### src/rtl/mem_bus_arbiter.sv
// Two-master AXI-lite arbiter (m0 = ifetch, m1 = LSU) onto one memory slave, one transaction
// at a time. Define MEM_ARB_STARVE_GUARD_EN to bound how long m0 can be starved by m1.
module mem_bus_arbiter #(
  parameter int unsigned ADDR_W       = 64,
  parameter int unsigned DATA_W       = 64,
  parameter int unsigned STARVE_LIMIT = 4
) (
  input  logic                clk,
  input  logic                rst,
  // m0: instruction fetch
  input  logic [ADDR_W-1:0]   m0_ar_addr_i,
  input  logic                m0_ar_valid_i,
  output logic                m0_ar_ready_o,
  output logic [DATA_W-1:0]   m0_r_data_o,
  output logic                m0_r_valid_o,
  input  logic                m0_r_ready_i,
  input  logic [ADDR_W-1:0]   m0_aw_addr_i,
  input  logic                m0_aw_valid_i,
  output logic                m0_aw_ready_o,
  input  logic [DATA_W-1:0]   m0_w_data_i,
  input  logic [DATA_W/8-1:0] m0_w_strb_i,
  input  logic                m0_w_valid_i,
  output logic                m0_w_ready_o,
  output logic                m0_b_valid_o,
  input  logic                m0_b_ready_i,
  // m1: load/store unit
  input  logic [ADDR_W-1:0]   m1_ar_addr_i,
  input  logic                m1_ar_valid_i,
  output logic                m1_ar_ready_o,
  output logic [DATA_W-1:0]   m1_r_data_o,
  output logic                m1_r_valid_o,
  input  logic                m1_r_ready_i,
  input  logic [ADDR_W-1:0]   m1_aw_addr_i,
  input  logic                m1_aw_valid_i,
  output logic                m1_aw_ready_o,
  input  logic [DATA_W-1:0]   m1_w_data_i,
  input  logic [DATA_W/8-1:0] m1_w_strb_i,
  input  logic                m1_w_valid_i,
  output logic                m1_w_ready_o,
  output logic                m1_b_valid_o,
  input  logic                m1_b_ready_i,
  // slave side
  output logic [ADDR_W-1:0]   s_ar_addr_o,
  output logic                s_ar_valid_o,
  input  logic                s_ar_ready_i,
  input  logic [DATA_W-1:0]   s_r_data_i,
  input  logic                s_r_valid_i,
  output logic                s_r_ready_o,
  output logic [ADDR_W-1:0]   s_aw_addr_o,
  output logic                s_aw_valid_o,
  input  logic                s_aw_ready_i,
  output logic [DATA_W-1:0]   s_w_data_o,
  output logic [DATA_W/8-1:0] s_w_strb_o,
  output logic                s_w_valid_o,
  input  logic                s_w_ready_i,
  input  logic                s_b_valid_i,
  output logic                s_b_ready_o,
  output logic                gnt_o,
  output logic                busy_o
);

  typedef enum logic [1:0] {StIdle, StRd, StWr} state_e;

  state_e state_q, state_d;
  logic   gnt_q, gnt_d;
  logic   ar_done_q, ar_done_d, aw_done_q, aw_done_d, w_done_q, w_done_d;

  logic rd_st, wr_st, m0_req, m1_req, force_m0, pick_m1;
  logic ar_hs, aw_hs, w_hs, r_hs, b_hs;
  logic g_ar_valid, g_aw_valid, g_w_valid, g_r_ready, g_b_ready;
  logic ar_rdy, aw_rdy, w_rdy, r_vld, b_vld;

  assign rd_st  = (state_q == StRd);
  assign wr_st  = (state_q == StWr);
  assign m0_req = m0_aw_valid_i | m0_ar_valid_i;
  assign m1_req = m1_aw_valid_i | m1_ar_valid_i;

  assign g_ar_valid = gnt_q ? m1_ar_valid_i : m0_ar_valid_i;
  assign g_aw_valid = gnt_q ? m1_aw_valid_i : m0_aw_valid_i;
  assign g_w_valid  = gnt_q ? m1_w_valid_i  : m0_w_valid_i;
  assign g_r_ready  = gnt_q ? m1_r_ready_i  : m0_r_ready_i;
  assign g_b_ready  = gnt_q ? m1_b_ready_i  : m0_b_ready_i;

  assign s_ar_addr_o  = gnt_q ? m1_ar_addr_i : m0_ar_addr_i;
  assign s_aw_addr_o  = gnt_q ? m1_aw_addr_i : m0_aw_addr_i;
  assign s_w_data_o   = gnt_q ? m1_w_data_i  : m0_w_data_i;
  assign s_w_strb_o   = gnt_q ? m1_w_strb_i  : m0_w_strb_i;
  assign s_ar_valid_o = rd_st & g_ar_valid & ~ar_done_q;
  assign s_aw_valid_o = wr_st & g_aw_valid & ~aw_done_q;
  assign s_w_valid_o  = wr_st & g_w_valid & ~w_done_q;
  assign s_r_ready_o  = rd_st & g_r_ready;
  assign s_b_ready_o  = wr_st & g_b_ready;

  // Each address/data channel is forwarded exactly once per transaction.
  assign ar_rdy = rd_st & s_ar_ready_i & ~ar_done_q;
  assign aw_rdy = wr_st & s_aw_ready_i & ~aw_done_q;
  assign w_rdy  = wr_st & s_w_ready_i & ~w_done_q;
  assign r_vld  = rd_st & s_r_valid_i;
  assign b_vld  = wr_st & s_b_valid_i;

  assign m0_ar_ready_o = ar_rdy & ~gnt_q;
  assign m1_ar_ready_o = ar_rdy & gnt_q;
  assign m0_aw_ready_o = aw_rdy & ~gnt_q;
  assign m1_aw_ready_o = aw_rdy & gnt_q;
  assign m0_w_ready_o  = w_rdy & ~gnt_q;
  assign m1_w_ready_o  = w_rdy & gnt_q;
  assign m0_r_valid_o  = r_vld & ~gnt_q;
  assign m1_r_valid_o  = r_vld & gnt_q;
  assign m0_b_valid_o  = b_vld & ~gnt_q;
  assign m1_b_valid_o  = b_vld & gnt_q;
  assign m0_r_data_o   = s_r_data_i;
  assign m1_r_data_o   = s_r_data_i;

  assign ar_hs = s_ar_valid_o & s_ar_ready_i;
  assign aw_hs = s_aw_valid_o & s_aw_ready_i;
  assign w_hs  = s_w_valid_o & s_w_ready_i;
  assign r_hs  = r_vld & g_r_ready;
  assign b_hs  = b_vld & g_b_ready;

  assign gnt_o  = gnt_q;
  assign busy_o = (state_q != StIdle);

`ifdef MEM_ARB_STARVE_GUARD_EN
  localparam int unsigned CntW = $clog2(STARVE_LIMIT + 1);
  logic [CntW-1:0] starve_q, starve_d;

  assign force_m0 = m0_req & (starve_q == CntW'(STARVE_LIMIT));

  // Counts m1 wins over a waiting m0; any idle cycle without that condition clears it.
  always_comb begin
    starve_d = starve_q;
    if (state_q == StIdle) begin
      if (!m0_req || !pick_m1) begin
        starve_d = '0;
      end else if (starve_q != CntW'(STARVE_LIMIT)) begin
        starve_d = starve_q + 1'b1;
      end
    end
  end
`else
  logic unused_starve_limit;
  assign unused_starve_limit = ^STARVE_LIMIT;
  assign force_m0 = 1'b0;
`endif

  assign pick_m1 = m1_req & ~force_m0;

  always_comb begin
    state_d   = state_q;
    gnt_d     = gnt_q;
    ar_done_d = ar_done_q;
    aw_done_d = aw_done_q;
    w_done_d  = w_done_q;
    unique case (state_q)
      StIdle: begin
        if (m0_req | m1_req) begin
          gnt_d   = pick_m1;
          state_d = (pick_m1 ? m1_aw_valid_i : m0_aw_valid_i) ? StWr : StRd;
        end
      end
      StRd: begin
        if (ar_hs) ar_done_d = 1'b1;
        if (r_hs) begin
          state_d   = StIdle;
          ar_done_d = 1'b0;
        end
      end
      StWr: begin
        if (aw_hs) aw_done_d = 1'b1;
        if (w_hs)  w_done_d  = 1'b1;
        // An early B is a slave error but is still delivered and ends the write.
        if (b_hs) begin
          state_d   = StIdle;
          aw_done_d = 1'b0;
          w_done_d  = 1'b0;
        end
      end
      default: state_d = StIdle;
    endcase
  end

  always_ff @(posedge clk) begin
    if (rst) begin
      state_q   <= StIdle;
      gnt_q     <= 1'b0;
      ar_done_q <= 1'b0;
      aw_done_q <= 1'b0;
      w_done_q  <= 1'b0;
`ifdef MEM_ARB_STARVE_GUARD_EN
      starve_q  <= '0;
`endif
    end else begin
      state_q   <= state_d;
      gnt_q     <= gnt_d;
      ar_done_q <= ar_done_d;
      aw_done_q <= aw_done_d;
      w_done_q  <= w_done_d;
`ifdef MEM_ARB_STARVE_GUARD_EN
      starve_q  <= starve_d;
`endif
    end
  end

endmodule
### config.mk
export PLATFORM = sky130hd
export DESIGN_NAME = mem_bus_arbiter
export DESIGN_NICKNAME = d
export VERILOG_FILES = /design/src/rtl/mem_bus_arbiter.sv
export SDC_FILE = /design/constraint.sdc
export NUM_CORES = 1
export LEC_CHECK = 0
export ABC_AREA = 1
export BUFFER_PORTS_ARGS = -buffer_cell sky130_fd_sc_hd__buf_2
export CELL_PAD_IN_SITES_DETAIL_PLACEMENT = 0
export CELL_PAD_IN_SITES_GLOBAL_PLACEMENT = 1
export CORE_AREA = 4 4 318 320
export CTS_CLUSTER_SIZE = 14
export DETAILED_ROUTE_END_ITERATION = 12
export DIE_AREA = 0 0 322 324
export HOLD_SLACK_MARGIN = 0.15
export PLACE_DENSITY = 0.47
export SLEW_MARGIN = 20
export SYNTH_ARGS = -nofsm -noshare
export SYNTH_HDL_FRONTEND = slang
export SYNTH_SLANG_ARGS = --single-unit
### constraint.sdc
create_clock -name clk -period 2.05 [get_ports clk]
set_input_delay 0.205 -clock clk [delete_from_list [all_inputs] [get_ports clk]]
set_output_delay 0.205 -clock clk [all_outputs]
set_load 0.1 [all_outputs]
# Yosys cells after proc, flatten, opt, wreduce, memory -nomap -nowiden
# Index checks and enable logic that the tools add are counted.
dict set report classes {
  eq_ne 5
  mux 21
  bitwise_logic 38
  n_reduce_logical 10
}
# cell n
set ops {}
lappend ops {{64-bit two-way mux} 3}
lappend ops {{1-bit AND} 31}
lappend ops {{1-bit two-way mux} 12}
lappend ops {{2-bit two-way mux} 4}
lappend ops {{8-bit two-way mux} 1}
lappend ops {{2-bit AND reduction} 4}
lappend ops {{2-bit nonzero test} 4}
lappend ops {{2-bit case mux with 3 select lines} 1}
lappend ops {{2-bit by 1-bit inequality test with 1-bit output, second input constant} 2}
lappend ops {{1-bit inverter} 4}
lappend ops {{1-bit bitwise OR} 3}
lappend ops {{3-bit AND reduction} 1}
lappend ops {{2-bit by 1-bit == test with 1-bit output, second input constant} 1}
lappend ops {{2-bit == test, second input constant} 1}
lappend ops {{2-bit zero test} 1}
lappend ops {{2-bit inequality test, second input constant} 1}
dict set report totals {
  ff_bits 6
  inputBits 481
  out_inout_bits 345
  word_cells 79
}

# Depth between registers and ports, before layout
dict set report logic_depth {
  depth_word 6
  mapped_depth 8
  depth_no_buf 8
}

# Worst setup path after synthesis
# No wires, ideal clock.
dict set report synth_timing {
  path_type {reg2out}
  from {reg gnt_q (netlist: gnt_o)}
  to {out m1_aw_ready_o}
  arrival_ps 4171
  required_ps 1845
  path_slack_ps -2326
  stages_incl_launch_ff 4
  path_buffers 1
  cell_sequence {dfxtp_1 inv_2 buf_2 nor4_1}
}
dict set report synth_via {
  elab_chain_len 1
}
# element line_no
set synth_lines {}
lappend synth_lines {{from (decl)} 65} ;# logic gnt_q, gnt_d;
lappend synth_lines {{from (signal assigned)} 194} ;# gnt_q <= gnt_d;
lappend synth_lines {{1-bit AND} 104} ;# assign m1_aw_ready_o = aw_rdy & gnt_q;
lappend synth_lines {{to (decl)} 35} ;# output logic m1_aw_ready_o,
# Every way passes these cells.

# Worst setup path in the final report
dict set report layout_timing {
  from {reg gnt_q (netlist: gnt_o)}
  to {out s_aw_addr_o[41]}
}
dict set report layout_via {
  elab_chain_len 1
}
# element line_no
set layout_lines {}
lappend layout_lines {{64-bit two-way mux} 85} ;# assign s_aw_addr_o = gnt_q ? m1_aw_addr_i : m0_aw_addr_i;
lappend layout_lines {{to (decl)} 49} ;# output logic [ADDR_W-1:0] s_aw_addr_o,
# Every way passes these cells.

==> qor.txt <==
status: completed
clock tree from TritonCTS: yes
layout cell share with drive strength beyond 1: 50.2%
count of cell types in the netlist: 16
vias in the first global route: 6949
via count of the routed design: 6889
post-layout min period: 1.94 ns
Final Worst Setup Slack: 0.106 ns
Mapped Area: 0.00388 mm2
kind of launch point of the worst setup path: register
CORE AREA: 0.0981 mm2
worst-case clock buffer depth: 2
Initial Util: 3.96%
count of state elements after synthesis: 6
final design utilization: 11.4%
maximum level of the CTS H-tree: 1
global-route wire length before repair: 56800 um
Hold Path Class: input port to register
leakage power figure: 5.83 nW
number of antenna violations at the first check in global routing: 20
RSZ-0062 raised after global routing: false
standard cell with the maximum stage delay on the critical path: sky130_fd_sc_hd__dfxtp_4
worst-case setup slack after placement: 0.239 ns
count of routing violations after the opening detailed-route iteration: 289
crit path max fanout: 30
Routed Wire Length: 45600 um
worst slew pin tran: 0.725 ns
chain of cells forming the critical path: buf_16, buf_16, nand2_1, nand2_1, buf_12
critical path arrival: 1.74 ns
required time of the critical path: 1.85 ns
number of maximum-capacitance constraint violations: 0
Synth area leaders: sky130_fd_sc_hd__nand2_1 (61%), sky130_fd_sc_hd__buf_4 (25%), sky130_fd_sc_hd__buf_2 (3.9%), sky130_fd_sc_hd__dfxtp_1 (3.1%), sky130_fd_sc_hd__nor2_1 (2.3%)
half-perimeter wire length after detailed placement: 40500 um
EDFF count, synth: 0
Max IR drop VDD: 377 uV
Fillers: 11500
remaining design rule violation count: 0
number of primary I/O pins: 826
cells after synthesis: 865
antenna-violating nets left: 0
max-slew violation count: 0
buffer type at the clock tree root: sky130_fd_sc_hd__clkbuf_16
period utilisation layout: 94.8%
count of buffers inserted at the top-level ports: 633
total routing resource utilization after global routing: 7.83%
largest net degree at the start of global routing: 67
maximum clock frequency: 514 MHz
endpoint kind of the worst setup timing path: output port
most used standard cell by instance count after synthesis: sky130_fd_sc_hd__nand2_1
gr ovfl total: 0
placer's final routability congestion estimate: 0.770
die width: 322 um
Hold Path Origin: rst
setup skew after layout: 0.00704 ns
die footprint: 0.104 mm2
share of the synthesized area in the top cell type: 60.7%
Clock Pin Slew Worst Setup and Hold Paths: 0.04 ns
Avg Synthesized Cell Area: 4.49 um2
normalized max-slew margin: 51.2%
# nets final: 1837
CP Class: register to output port
endpoints failing setup: 0
area grow syn2layout: 188%
CTS Sinks: 6
final design area excluding fillers: 0.0112 mm2
TritonRoute pass-1 iters: 7
power density over the cells: 850 mW/mm2
portion of the post-synthesis area used by sequential elements: 3.09%
overall die height: 324 um
total power after layout: 9.50 mW
Via-to-Cell Ratio: 2.60
count of standard-cell rows: 115
Num CTS Buffers: 3
peak per-stage delay on the critical path: 0.45 ns
latest clock arrival within the worst-skew pair: 0.23 ns
total number of yosys warnings: 0
sum of negative setup slack: 0 ns
endpoints failing hold: 0
Synth async-reset ratio: 0%
placed inst area: 0.0110 mm2
biggest area consumer among synthesized cells: sky130_fd_sc_hd__nand2_1
Critical Path Source: gnt_o
prevailing post-synth register cell: sky130_fd_sc_hd__dfxtp_1
post-synthesis net count: 1346
start of the worst register-to-register path: gnt_o
WL/cell: 17.2 um
most common library cells after synthesis: sky130_fd_sc_hd__nand2_1 (628), sky130_fd_sc_hd__buf_4 (128), sky130_fd_sc_hd__buf_2 (30)
kinds of logic (layout without fill, tap and decap cells):
group | after synthesis | after routing | synth area share (%)
and+or+nand+nor | 657 | 657 | 63.7
buffers and inverters | 192 | 682 | 31.9
AOI/OAI and AO/OA | 10 | 10 | 1.29
DFF | 6 | 6 | 3.09
other | 0 | 6 | 0
through the flow:
step	instances	hold slack [ns]
floorplan	865	0.264
global placement	2636	0.411
detailed placement	2636	0.411
CTS	2640	0.173
global route	2643	0.189
finish	2648	0.185
power breakdown:
group / switching (mW) / internal (mW)
clock: 0.0803 / 0.259
combinational: 6.17 / 2.83
sequential: 0.0217 / 0.129
timing repair:
action	CTS	global route
buffers inserted	0	0
hold buffers	0	0
gates cloned	0	2
endpoints found under the setup margin	2	36
resized for setup	0	4
critical path, delay by kind of cell, from the launching register on:
| family | cells | cell delay, ns |
|---|---|---|
| buffers and inverters | 3 | 0.67 |
| and+or+nand+nor | 2 | 0.30 |
| DFF | 1 | 0.45 |
per-layer routing:
| metal | wire length [um] | global-route usage, % |
|---|---|---|
| met3 | 7340 | 5.24 |
| met4 | 821 | 1.33 |
| met2 | 19100 | 11.7 |
| met5 | 119 | 0 |
| met1 | 18100 | 9.47 |
sequential cells by signal, summed over array words and instances, names as in the netlist:
name / flops
w_done_q: 1
state_q: 2
gnt_o: 1
ar_done_q: 1
aw_done_q: 1
path summary, 6_finish.rpt:
kind,cells past startpoint,endpoint,slack [ns]
setup reg to reg,5,ar_done_q,0.45
hold / removal,2,state_q[1],0.19
hold reg to reg,2,w_done_q,0.52
setup / recovery,5,s_aw_addr_o[41],0.11
layout by cell type, fill, tap and decap left out, drive strengths merged:
| cell type | instances |
|---|---|
| inv | 18 |
| nand4 | 1 |
| nand2 | 628 |
| nor2 | 24 |
| diode | 6 |
| nand3 | 1 |
| nor4 | 2 |
| dfxtp | 6 |
| clkbuf | 6 |
| o21ai | 5 |
| nor3 | 1 |
| buf | 658 |
| a21oi | 5 |
layout make-up:
| class | count | area, um2 | share of cell area, % |
|---|---|---|---|
| repair buffers | 660 | 6670 | 59.6 |
| multi-input cells | 667 | 2600 | 23.3 |
| well taps | 1287 | 1610 | 14.4 |
| flip-flops and latches | 6 | 124 | 1.11 |
| inverters | 18 | 83.8 | 0.750 |
| clock buffers | 4 | 78.8 | 0.705 |
| diodes | 6 | 15.0 | 0.134 |
Power figures use the tool's default switching activity.
